$ cat src/rtl/fir_cfg_pkg.sv
// Shared configuration for the reconfigurable FIR path: sizes, controller states,
// and the SRAM-side port bundle driven by the coefficient sequencer.
package fir_cfg_pkg;

    localparam int NUM_COEFF  = 33;
    localparam int BANK_DEPTH = 10;
    localparam int DATA_W     = 16;
    localparam int ADDR_W     = 4;
    localparam int NUM_W      = 6;

    localparam logic [NUM_W-1:0] LAST_COEFF = NUM_W'(NUM_COEFF - 1);
    localparam logic [NUM_W-1:0] LAST_READ  = NUM_W'(BANK_DEPTH - 1);
    localparam logic [NUM_W-1:0] NUM_FULL   = NUM_W'(NUM_COEFF);

    typedef enum logic [2:0] {
        IDLE,
        FILL,
        UPDATE,
        WRITE,
        RUN,
        READ
    } fir_state_e;

    typedef struct packed {
        logic              flag;
        logic              csn;
        logic              wrn;
        logic [ADDR_W-1:0] addr;
        logic [DATA_W-1:0] wrdt;
        logic [NUM_W-1:0]  num;
    } ram_port_t;

    localparam ram_port_t PORT_IDLE = '{flag: 1'b0, csn: 1'b1, wrn: 1'b1,
                                        addr: '0, wrdt: '0, num: '0};

    // Banks are 1-based in address: coefficient k lands at (k mod BANK_DEPTH)+1.
    function automatic logic [ADDR_W-1:0] bank_addr(input logic [NUM_W-1:0] k);
        logic [NUM_W-1:0] r;
        r = k % NUM_W'(BANK_DEPTH);
        return ADDR_W'(r) + ADDR_W'(1);
    endfunction

endpackage

$ cat src/rtl/fir_coeff_buffer.sv
// Local coefficient store: one synchronous write port, one combinational read port.
// Contents are deliberately not reset; a load always rewrites every entry.
module fir_coeff_buffer
    import fir_cfg_pkg::*;
(
    input  logic              clk_i,
    input  logic              we_i,
    input  logic [NUM_W-1:0]  waddr_i,
    input  logic [DATA_W-1:0] wdata_i,
    input  logic [NUM_W-1:0]  raddr_i,
    output logic [DATA_W-1:0] rdata_o
);

    logic [DATA_W-1:0] mem_q [NUM_COEFF];

    always_ff @(posedge clk_i) begin
        if (we_i && (waddr_i <= LAST_COEFF)) begin
            mem_q[waddr_i] <= wdata_i;
        end
    end

    assign rdata_o = (raddr_i <= LAST_COEFF) ? mem_q[raddr_i] : '0;

endmodule

$ cat src/rtl/fir_coeff_sequencer.sv
// Loads FIR coefficients from the host, writes them into the filter's banked SRAMs,
// then issues one BANK_DEPTH-long read window per 600 kHz sample strobe.
module fir_coeff_sequencer
    import fir_cfg_pkg::*;
(
    input  logic              iClk_12M,
    input  logic              iRsn,
    input  logic              iEnSample_600k,
    input  logic              iLoadStart,
    input  logic              iCoeffValid,
    input  logic [DATA_W-1:0] iCoeffData,
    output logic              oCoeffReady,
    output logic              oLoadBusy,
    output logic              oLoadDone,
    output logic              oSampleOverrun,
    output logic              oCoeffiUpdateFlag,
    output logic              oCsnRam,
    output logic              oWrnRam,
    output logic [ADDR_W-1:0] oAddrRam,
    output logic [DATA_W-1:0] oWrDtRam,
    output logic [NUM_W-1:0]  oNumOfCoeff
);

    fir_state_e        state_q, state_d;
    logic [NUM_W-1:0]  k_q, k_d;
    logic              pend_q, pend_d;
    logic              ovr_q, ovr_d;
    logic              ready_q, ready_d;
    logic              busy_q, busy_d;
    logic              done_q, done_d;
    ram_port_t         port_q, port_d;
    logic [DATA_W-1:0] buf_rdata;

    // Read port follows k_d so the registered WrDt lines up with the registered address.
    fir_coeff_buffer u_buf (
        .clk_i   (iClk_12M),
        .we_i    (ready_q && iCoeffValid),
        .waddr_i (k_q),
        .wdata_i (iCoeffData),
        .raddr_i (k_d),
        .rdata_o (buf_rdata)
    );

    always_ff @(posedge iClk_12M or negedge iRsn) begin
        if (!iRsn) begin
            state_q <= IDLE;
            k_q     <= '0;
            pend_q  <= 1'b0;
            ovr_q   <= 1'b0;
            ready_q <= 1'b0;
            busy_q  <= 1'b0;
            done_q  <= 1'b0;
            port_q  <= PORT_IDLE;
        end else begin
            state_q <= state_d;
            k_q     <= k_d;
            pend_q  <= pend_d;
            ovr_q   <= ovr_d;
            ready_q <= ready_d;
            busy_q  <= busy_d;
            done_q  <= done_d;
            port_q  <= port_d;
        end
    end

    always_comb begin
        state_d = state_q;
        k_d     = k_q;
        pend_d  = pend_q;
        ovr_d   = ovr_q;

        case (state_q)
            IDLE: begin
                if (iLoadStart) begin
                    state_d = FILL;
                    k_d     = '0;
                    ovr_d   = 1'b0;
                end
            end
            FILL: begin
                if (iCoeffValid) begin
                    if (k_q == LAST_COEFF) begin
                        state_d = UPDATE;
                        k_d     = '0;
                    end else begin
                        k_d = k_q + NUM_W'(1);
                    end
                end
            end
            UPDATE: begin
                state_d = WRITE;
                k_d     = '0;
            end
            WRITE: begin
                if (k_q == LAST_COEFF) begin
                    state_d = RUN;
                    k_d     = '0;
                end else begin
                    k_d = k_q + NUM_W'(1);
                end
            end
            RUN: begin
                // A load request beats a coincident strobe; that strobe is simply dropped.
                if (iLoadStart) begin
                    state_d = FILL;
                    k_d     = '0;
                    ovr_d   = 1'b0;
                end else if (iEnSample_600k) begin
                    state_d = READ;
                    k_d     = '0;
                end
            end
            READ: begin
                if (iEnSample_600k) ovr_d = 1'b1;
                if (iLoadStart)     pend_d = 1'b1;
                if (k_q == LAST_READ) begin
                    k_d = '0;
                    if (pend_q || iLoadStart) begin
                        state_d = FILL;
                        pend_d  = 1'b0;
                        ovr_d   = 1'b0;
                    end else begin
                        state_d = RUN;
                    end
                end else begin
                    k_d = k_q + NUM_W'(1);
                end
            end
            default: begin
                state_d = IDLE;
                k_d     = '0;
            end
        endcase

        // Filter-side outputs are registered from the next state so each port value
        // appears in the same cycle the FSM enters the corresponding state.
        port_d      = PORT_IDLE;
        port_d.num  = port_q.num;
        case (state_d)
            UPDATE: begin
                port_d.flag = 1'b1;
                port_d.num  = '0;
            end
            WRITE: begin
                port_d.flag = 1'b1;
                port_d.csn  = 1'b0;
                port_d.wrn  = 1'b0;
                port_d.addr = bank_addr(k_d);
                port_d.wrdt = buf_rdata;
                port_d.num  = k_d;
            end
            RUN: begin
                port_d.num = NUM_FULL;
            end
            READ: begin
                port_d.csn  = 1'b0;
                port_d.addr = ADDR_W'(k_d) + ADDR_W'(1);
                port_d.num  = NUM_FULL;
            end
            default: ;
        endcase

        ready_d = (state_d == FILL);
        busy_d  = (state_d == FILL) || (state_d == UPDATE) || (state_d == WRITE);
        done_d  = (state_q == WRITE) && (state_d == RUN);
    end

    assign oCoeffReady       = ready_q;
    assign oLoadBusy         = busy_q;
    assign oLoadDone         = done_q;
    assign oSampleOverrun    = ovr_q;
    assign oCoeffiUpdateFlag = port_q.flag;
    assign oCsnRam           = port_q.csn;
    assign oWrnRam           = port_q.wrn;
    assign oAddrRam          = port_q.addr;
    assign oWrDtRam          = port_q.wrdt;
    assign oNumOfCoeff       = port_q.num;

endmodule

$ cat config.mk
export PLATFORM = sky130hd
export DESIGN_NAME = fir_coeff_sequencer
export DESIGN_NICKNAME = d
export VERILOG_FILES = /design/src/rtl/fir_cfg_pkg.sv /design/src/rtl/fir_coeff_buffer.sv /design/src/rtl/fir_coeff_sequencer.sv
export SDC_FILE = /design/constraint.sdc
export NUM_CORES = 1
export LEC_CHECK = 0
export ABC_AREA = 1
export CAP_MARGIN = 20
export CORE_MARGIN = 4
export CORE_UTILIZATION = 35
export DETAILED_ROUTE_END_ITERATION = 10
export PLACE_DENSITY = 0.57
export SETUP_SLACK_MARGIN = 0.4
export SLEW_MARGIN = 20
export SYNTH_ARGS = -nofsm -noshare
export SYNTH_HDL_FRONTEND = slang
export SYNTH_SLANG_ARGS = --single-unit
$ cat constraint.sdc
create_clock -name iClk_12M -period 4.4 [get_ports iClk_12M]
set_input_delay 0.88 -clock iClk_12M [delete_from_list [all_inputs] [get_ports iClk_12M]]
set_output_delay 0.88 -clock iClk_12M [all_outputs]
set_load 0.02 [all_outputs]
==> summary.txt, run 1 <==
Status
  – Status: finished clean

Synth
  – Syn. warnings: 0
  – Number of flops mapped to enable cells by yosys: about 530
  – FF+latch count, synth: 571
  – Synth area leaders: edfxtp_1 (69%), nand2_1 (4.6%), dfrtp_1 (4.4%)
  – Mapped cell area: approximately 23000 um^2
  – Syn avg cell area: 13.0 um^2
  – Ys flop type: edfxtp_1
  – Top cell type's share of synthesized area: 0.685
  – Mapped Cells: about 1800
  – Sequential cell area fraction in the yosys report: 0.732
  – Async SR Flop Fraction: 0.0753
  – Top-count cell post-synth: edfxtp_1
  – Largest area contributor in the netlist: edfxtp_1
  – Post-synth top cells: edfxtp_1 (528), nand2_1 (281), nor2_1 (186)
  – Net count after synthesis: 1814
  – Synth unique cells: 42

Clock network
  – H-Tree Depth: 2
  – Root Buffer Master: clkbuf_16
  – Postcts setup bufs: 0
  – CTS resizes: 0
  – Total CTS buffers: 58
  – CTS tree: yes
  – Worst-case clock buffer depth: 3
  – Hold Buf Count CTS: 0
  – Clock Latency Late Sink: 0.61 ns
  – Sink Count: 571
  – Reg clk slew, reported paths: 0.06 ns

Route
  – # DRC: 0
  – Total vias in the final route: between 15000 and 20000
  – Vias/cell: 5.47
  – Number of DRC markers in iteration 0: 1660
  – Final WL: 63.9 mm
  – Post-DR wirelength/cell: ~23 um
  – Post-route ant nets: 0
  – DR pass1 iterations: 7

GRT
  – GRT Resource Usage Total: 0.177
  – Grt ovf: 0
  – Largest net degree at the start of global routing: 130
  – First-pass GRT wire length: 94.7 mm
  – Vias in the first global route: 14700
  – Initial antenna violation count: 2

Power and ir drop
  – Power Total: 20.3 mW
  – PwrDens: 748 nW/um^2
  – VDD IR max: 0.000570 V
  – Leak: 9.13 nW

Final layout
  – FF+latch area: 16900 um^2
  – Area occupied by multi-input gates: 5630 um^2
  – Layout cells sized above 1: 0.141
  – Post-route cell area: around 27000 um^2
  – Fin nets: 1919
  – Area growth from synthesis to layout: 17.5%
  – Fill count: 6096
  – Diodes inserted: 0

Placed design
  – GPL Wtd Cong: 0.827
  – DP Area: 25300 um^2
  – Dpl hpwl: 36.8 mm
  – Dpl ws: 0.324 ns
  – IO Port Bufs: 53

Setup path
  – Critical Path RT: 4.92 ns
  – Crit path launch type: flip-flop
  – Worst Path Max Fanout: 13
  – Worst setup path category: reg -> reg
  – WP data arrival: between 4 and 5 ns
  – Critical Path End Type: flip-flop

Hold path
  – Worst hold path class: in -> async

Floorplanning
  – Total core area: 65600 um^2
  – Die ar.: roughly 70000 um^2
  – Top-level I/O count: 54
  – Starting Density: 0.353
  – Die X: approximately 270 um
  – Die Ht: between 200 and 300 um
  – Row cnt: 94

STA
  – Worst slew margin: 0.481
  – Worst hold slack: 0.292 ns
  – Fin crit period: around 3.6 ns
  – Unrepaired setup endpoints after global routing: false
  – Setup_tns: 0 ns
  – Final Max Tran Viols: 0
  – Final hold violation count: 0
  – Clock skew: 0.0184 ns
  – Period Utilization, post-route: 0.822
  – Final setup fails: 0
  – Slew at the pin closest to its max-slew limit: approximately 0.8 ns
  – FMAX: 277 MHz
  – Final WS setup: 0.784 ns

Flow run
  – Max_cap viols: 0
-- placed cells by master, fill, tap and decap left out, types with 5 or more instances in the layout --
master / count
inv_1: 30
clkinv_2: 18
a32o_1: 32
a41oi_1: 15
edfxtp_1: 528
buf_4: 98
nand2_1: 281
nor2_2: 21
o221ai_1: 60
clkbuf_16: 59
clkbuf_8: 5
o21ai_0: 141
ha_1: 8
nand3_1: 165
nor2_4: 6
o22ai_1: 8
o211ai_1: 45
nand2_4: 6
clkbuf_1: 13
inv_2: 9
nand4_1: 19
a21oi_1: 40
buf_12: 10
nand3_2: 7
dfrtp_1: 41
bufinv_16: 7
nand2_2: 10
clkdlybuf4s50_1: 50
nor2_1: 172
-- state kept, by name, indices dropped and copies added, names as in the netlist, 3 cells and up --
name / count
k_q: 6
oAddrRam: 4
oNumOfCoeff: 6
oWrDtRam: 16
state_q: 3
u_buf.mem_q: 528
-- worst paths after layout --
kind / slack (ns) / start / depth (start not counted) / endpoint
worst max-delay path: 0.78 / k_q[1] / 23 / oAddrRam[2]
worst min-delay path: 0.29 / iRsn / 1 / oAddrRam[1]
worst max register to register: 0.78 / k_q[1] / 23 / oAddrRam[2]
worst min register to register: 0.49 / oNumOfCoeff[5] / 2 / oNumOfCoeff[5]
max in group asynchronous: 3.67 / iRsn / 1 / oWrDtRam[8]
min in group iClk_12M: 0.49 / oNumOfCoeff[5] / 2 / oNumOfCoeff[5]
-- metrics by stage --
stage | cells | util
3_3_place_gp | 2694 | 0.385
2_1_floorplan | 1785 | -
5_1_grt | 2801 | 0.414
6_report | 2801 | 0.414
4_1_cts | 2801 | 0.414
3_5_place_dp | 2694 | 0.385
-- routing by layer --
| metal | wire length [um] | GRT usage |
|---|---|---|
| met1 | 27300 | 0.249 |
| met2 | 29900 | 0.283 |
| met3 | 4690 | 0.0316 |
| met4 | 1960 | 0.0541 |
| met5 | 0 | 0 |
-- kinds of logic after synthesis --
family                   Yosys count  share of synthesized area
AO/OA/AOI/OAI                    348                      0.101
adder cells (fa/ha/maj)            8                    0.00433
XOR/XNOR                           3                    0.00114
flip-flops                       571                      0.732
buffers and inverters            157                     0.0277
AND/OR/NAND/NOR                  698                      0.134
-- layout make-up --
cell class / instances / share of cell area
flip-flops and latches: 571 / 0.623
multi-input cells: 1057 / 0.207
clock buffers: 77 / 0.0586
repair buffers: 160 / 0.0532
well taps: 864 / 0.0398
clock inverters: 30 / 0.0123
inverters: 42 / 0.00617
-- where the power goes --
part / switching (mW) / leakage, nW / total [mW] / internal [mW]
Combinational: 5.93 / 2.88 / 9.04 / 3.11
Sequential: 0.142 / 5.29 / 6.30 / 6.16
Clock: 2.04 / 0.957 / 4.99 / 2.95
Total: 8.11 / 9.13 / 20.3 / 12.2
-- critical path, cell delays in order, from the launching register on --
cell	delay (ns)
dfrtp_1	0.48
inv_1	0.21
ha_1	0.20
nand3_2	0.24
nand2_2	0.19
nand2_2	0.06
nand2_2	0.10
nand3_4	0.17
nand2_1	0.16
nand2_1	0.08
inv_1	0.08
ha_1	0.15
inv_1	0.06
nor2_4	0.10
nand3_2	0.12
nand3_4	0.12
nand2_1	0.07
and2_1	0.16
ha_1	0.27
nand2_1	0.07
nand3_1	0.09
nand2_1	0.12
nand2_1	0.08
a21oi_1	0.16
Note: power is estimated with default switching activity, not from simulation.
==> run 2: changes to the inputs <==
--- a/config.mk
+++ b/config.mk
@@ -10,7 +10,7 @@
 export CORE_MARGIN = 4
 export CORE_UTILIZATION = 35
 export DETAILED_ROUTE_END_ITERATION = 10
-export PLACE_DENSITY = 0.57
+export PLACE_DENSITY = 0.59
 export SETUP_SLACK_MARGIN = 0.4
 export SLEW_MARGIN = 20
 export SYNTH_ARGS = -nofsm -noshare
==> constraint.sdc (replaced) <==
create_clock -name iClk_12M -period 3.1 [get_ports iClk_12M]
set_input_delay 0.62 -clock iClk_12M [delete_from_list [all_inputs] [get_ports iClk_12M]]
set_output_delay 0.62 -clock iClk_12M [all_outputs]
set_load 0.02 [all_outputs]
==> run 2 against run 1 <==
  * Worst setup slack lost 0.69 ns
  * Critical path depth unchanged
  * Sequential share of layout area fell by 6.2 points
  * Clock-buffer cell count increased by 5
  * Sequential cell count is the same
  * Via count rose by 4.8%
  * Clock power grew 31%
  * Fmax up 20%
  * Global-route usage is 0.78 points higher
  * Power up 67%
  * Register-to-register slack worse by 0.69 ns
  * Cell count is 6.7% higher
  * Largest cell class unchanged
==> summary.txt, run 2 (same netlist as run 1, synthesis figures left out) <==
Route
  – Total vias in the final route: 16000 (+4.8%)
  – Final WL: 67.3 mm (+5.4%)
  – DR pass1 iterations: 7 (unchanged)
  – Number of DRC markers in iteration 0: 1607 (-3.2%)
  – Post-route ant nets: 0 (unchanged)
  – # DRC: 0 (unchanged)
  – Post-DR wirelength/cell: 22.5 um (-1.3%)
  – Vias/cell: 5.36 (-1.9%)

Power and ir drop
  – PwrDens: 1130 nW/um^2 (+51%)
  – Power Total: 34.0 mW (+67%)
  – Leak: 10.4 nW (+14%)
  – VDD IR max: 0.000684 V (+20%)

Floorplanning
  – Starting Density: 0.353 (unchanged)
  – Total core area: 65600 um^2 (unchanged)
  – Row cnt: 94 (unchanged)
  – Die Ht: 265 um (unchanged)
  – Top-level I/O count: 54 (unchanged)
  – Die ar.: 70300 um^2 (unchanged)
  – Die X: 265 um (unchanged)

Hold path
  – Worst hold path class: in -> async

STA
  – Setup_tns: 0 ns (unchanged)
  – Slew at the pin closest to its max-slew limit: 0.616 ns (-0.163 ns)
  – Period Utilization, post-route: 0.969 (+0.147)
  – Final setup fails: 0 (unchanged)
  – FMAX: 333 MHz (+20%)
  – Worst slew margin: 0.589 (+0.109)
  – Unrepaired setup endpoints after global routing: true
  – Final Max Tran Viols: 0 (unchanged)
  – Fin crit period: 3.00 ns (-0.613 ns)
  – Final hold violation count: 0 (unchanged)
  – Clock skew: 0.0196 ns (+0.00117 ns)

Setup path
  – WP buf/inv: 4 (+1)
  – Critical Path RT: 3.62 ns (-1.30 ns)
  – Worst setup path category: reg -> reg
  – CP peak stage delay: 0.45 ns (-0.03 ns)
  – WP data arrival: 3.52 ns (-0.62 ns)
  – Critical Path End Type: flip-flop
  – Reg-to-reg slack, setup: 0.1 ns (-0.69 ns)
  – Crit path launch type: flip-flop
  – Slowest cell on crit path: dfrtp_2
  – Reg2Reg Depth: 23 (unchanged)
  – Worst Path Max Fanout: 4 (-9)
  – WP depth: 23 (unchanged)
  – Delay-heaviest family, CP: simple AND/OR/NAND/NOR gates
  – RR Startpoint: k_q[1]
  – Cells along the critical path: ha_4 > nand2_1 > nor2_2 > xor2_2 > nand2_2 > nand2_4 > inv_4 > ha_4 > inv_2 > nand3_4 > nand2_4 > buf_4 > inv_2 > nand3_1 > and2_4 > ha_4 > xor2_1 > nand2_1 > nand3_2 > nand2_2 > nand3_2 > nand2_1 > nor2_1
  – FF-to-FF End: oAddrRam[3]

GRT
  – Vias in the first global route: 15800 (+7.6%)
  – Largest net degree at the start of global routing: 44 (-66%)
  – GRT Resource Usage Total: 0.185 (+0.00784)
  – Initial antenna violation count: 2 (unchanged)
  – Grt ovf: 0 (unchanged)
  – First-pass GRT wire length: 98.9 mm (+4.4%)

Final layout
  – Layout cells sized above 1: 0.254 (+0.113)
  – Max FFs per register: 528 (unchanged)
  – Commonest non-fill, non-tap cell in the layout: edfxtp_1
  – Most frequent cells in the layout: edfxtp_1 (528), nand2_1 (260), buf_4 (174), nor2_1 (173), o21ai_0 (139)
  – Fin nets: 2104 (+9.6%)
  – Area growth from synthesis to layout: 30.6%
  – Biggest register: u_buf.mem_q

Clock network
  – Worst-case clock buffer depth: 3 (unchanged)
  – Root Buffer Master: clkbuf_16
  – H-Tree Depth: 2 (unchanged)
  – Total CTS buffers: 58 (unchanged)
  – CTS tree: yes
  – Clock Latency Late Sink: 0.62 ns (about the same)
  – Reg clk slew, reported paths: 0.06 ns (about the same)
  – Sink Count: 571 (unchanged)

Placed design
  – IO Port Bufs: 53 (unchanged)
  – GPL Wtd Cong: 0.876 (+5.9%)
  – Dpl hpwl: 37.7 mm (+2.6%)

Flow run
  – Max_cap viols: 0 (unchanged)

Status
  – Status: finished clean
[run 2: metal layers]
metal,GRT usage,wire [um],up-vias
li1,-,-,7273
met1,0.250,28400,8016
met2,0.307,32300,615
met3,0.0287,4510,133
met4,0.0637,2040,0
met5,0,0,-
[run 2: repair_timing]
action	4_1_cts	5_1_grt
gates cloned	15	1
hold buffers	0	0
gates resized for setup	103	63
pin swaps	61	46
buffers inserted	49	12
setup endpoints to repair	19	35
[run 2: power by group]
part,switching [mW],internal [mW]
clock network,2.90,3.65
registers,0.187,8.74
logic,10.2,8.32
[run 2: final cells by class]
cell class	instances	area, um^2
Tap cell	864	1080
Fill cell	5701	35400
Inverter	42	185
Antenna cell	2	5.00
Sequential cell	571	16900
Clock buffer	82	1620
Multi-Input combinational cell	1059	6220
Timing Repair Buffer	343	4010
Clock inverter	27	155
[run 2: how the worst max path moves through the flow]
stage                      startpoint           end  slack, ns
after floorplan                k_q[1]   oAddrRam[3]      0.006
final                          k_q[1]   oAddrRam[3]        0.1
after detailed placement  iCoeffValid   oAddrRam[3]      -0.54
after global placement    iCoeffValid  oWrDtRam[11]      -0.54
after CTS                      k_q[1]   oAddrRam[3]       0.13
after global routing           k_q[1]   oAddrRam[3]      -0.06
[run 2: through the flow]
step                      std cells  hold WS [ns]  setup WS (ns)  area (um^2)  utilization
final                          2990        0.0835         0.0968        30200        0.460
after floorplan                1785         0.324        0.00558        23300            -
after detailed placement       2802         0.482         -0.536        26800        0.408
after global routing           2989         0.123        -0.0635        30200        0.460
after CTS                      2975        0.0733          0.131        29800        0.454
after global placement         2802         0.475         -0.539        26800        0.408
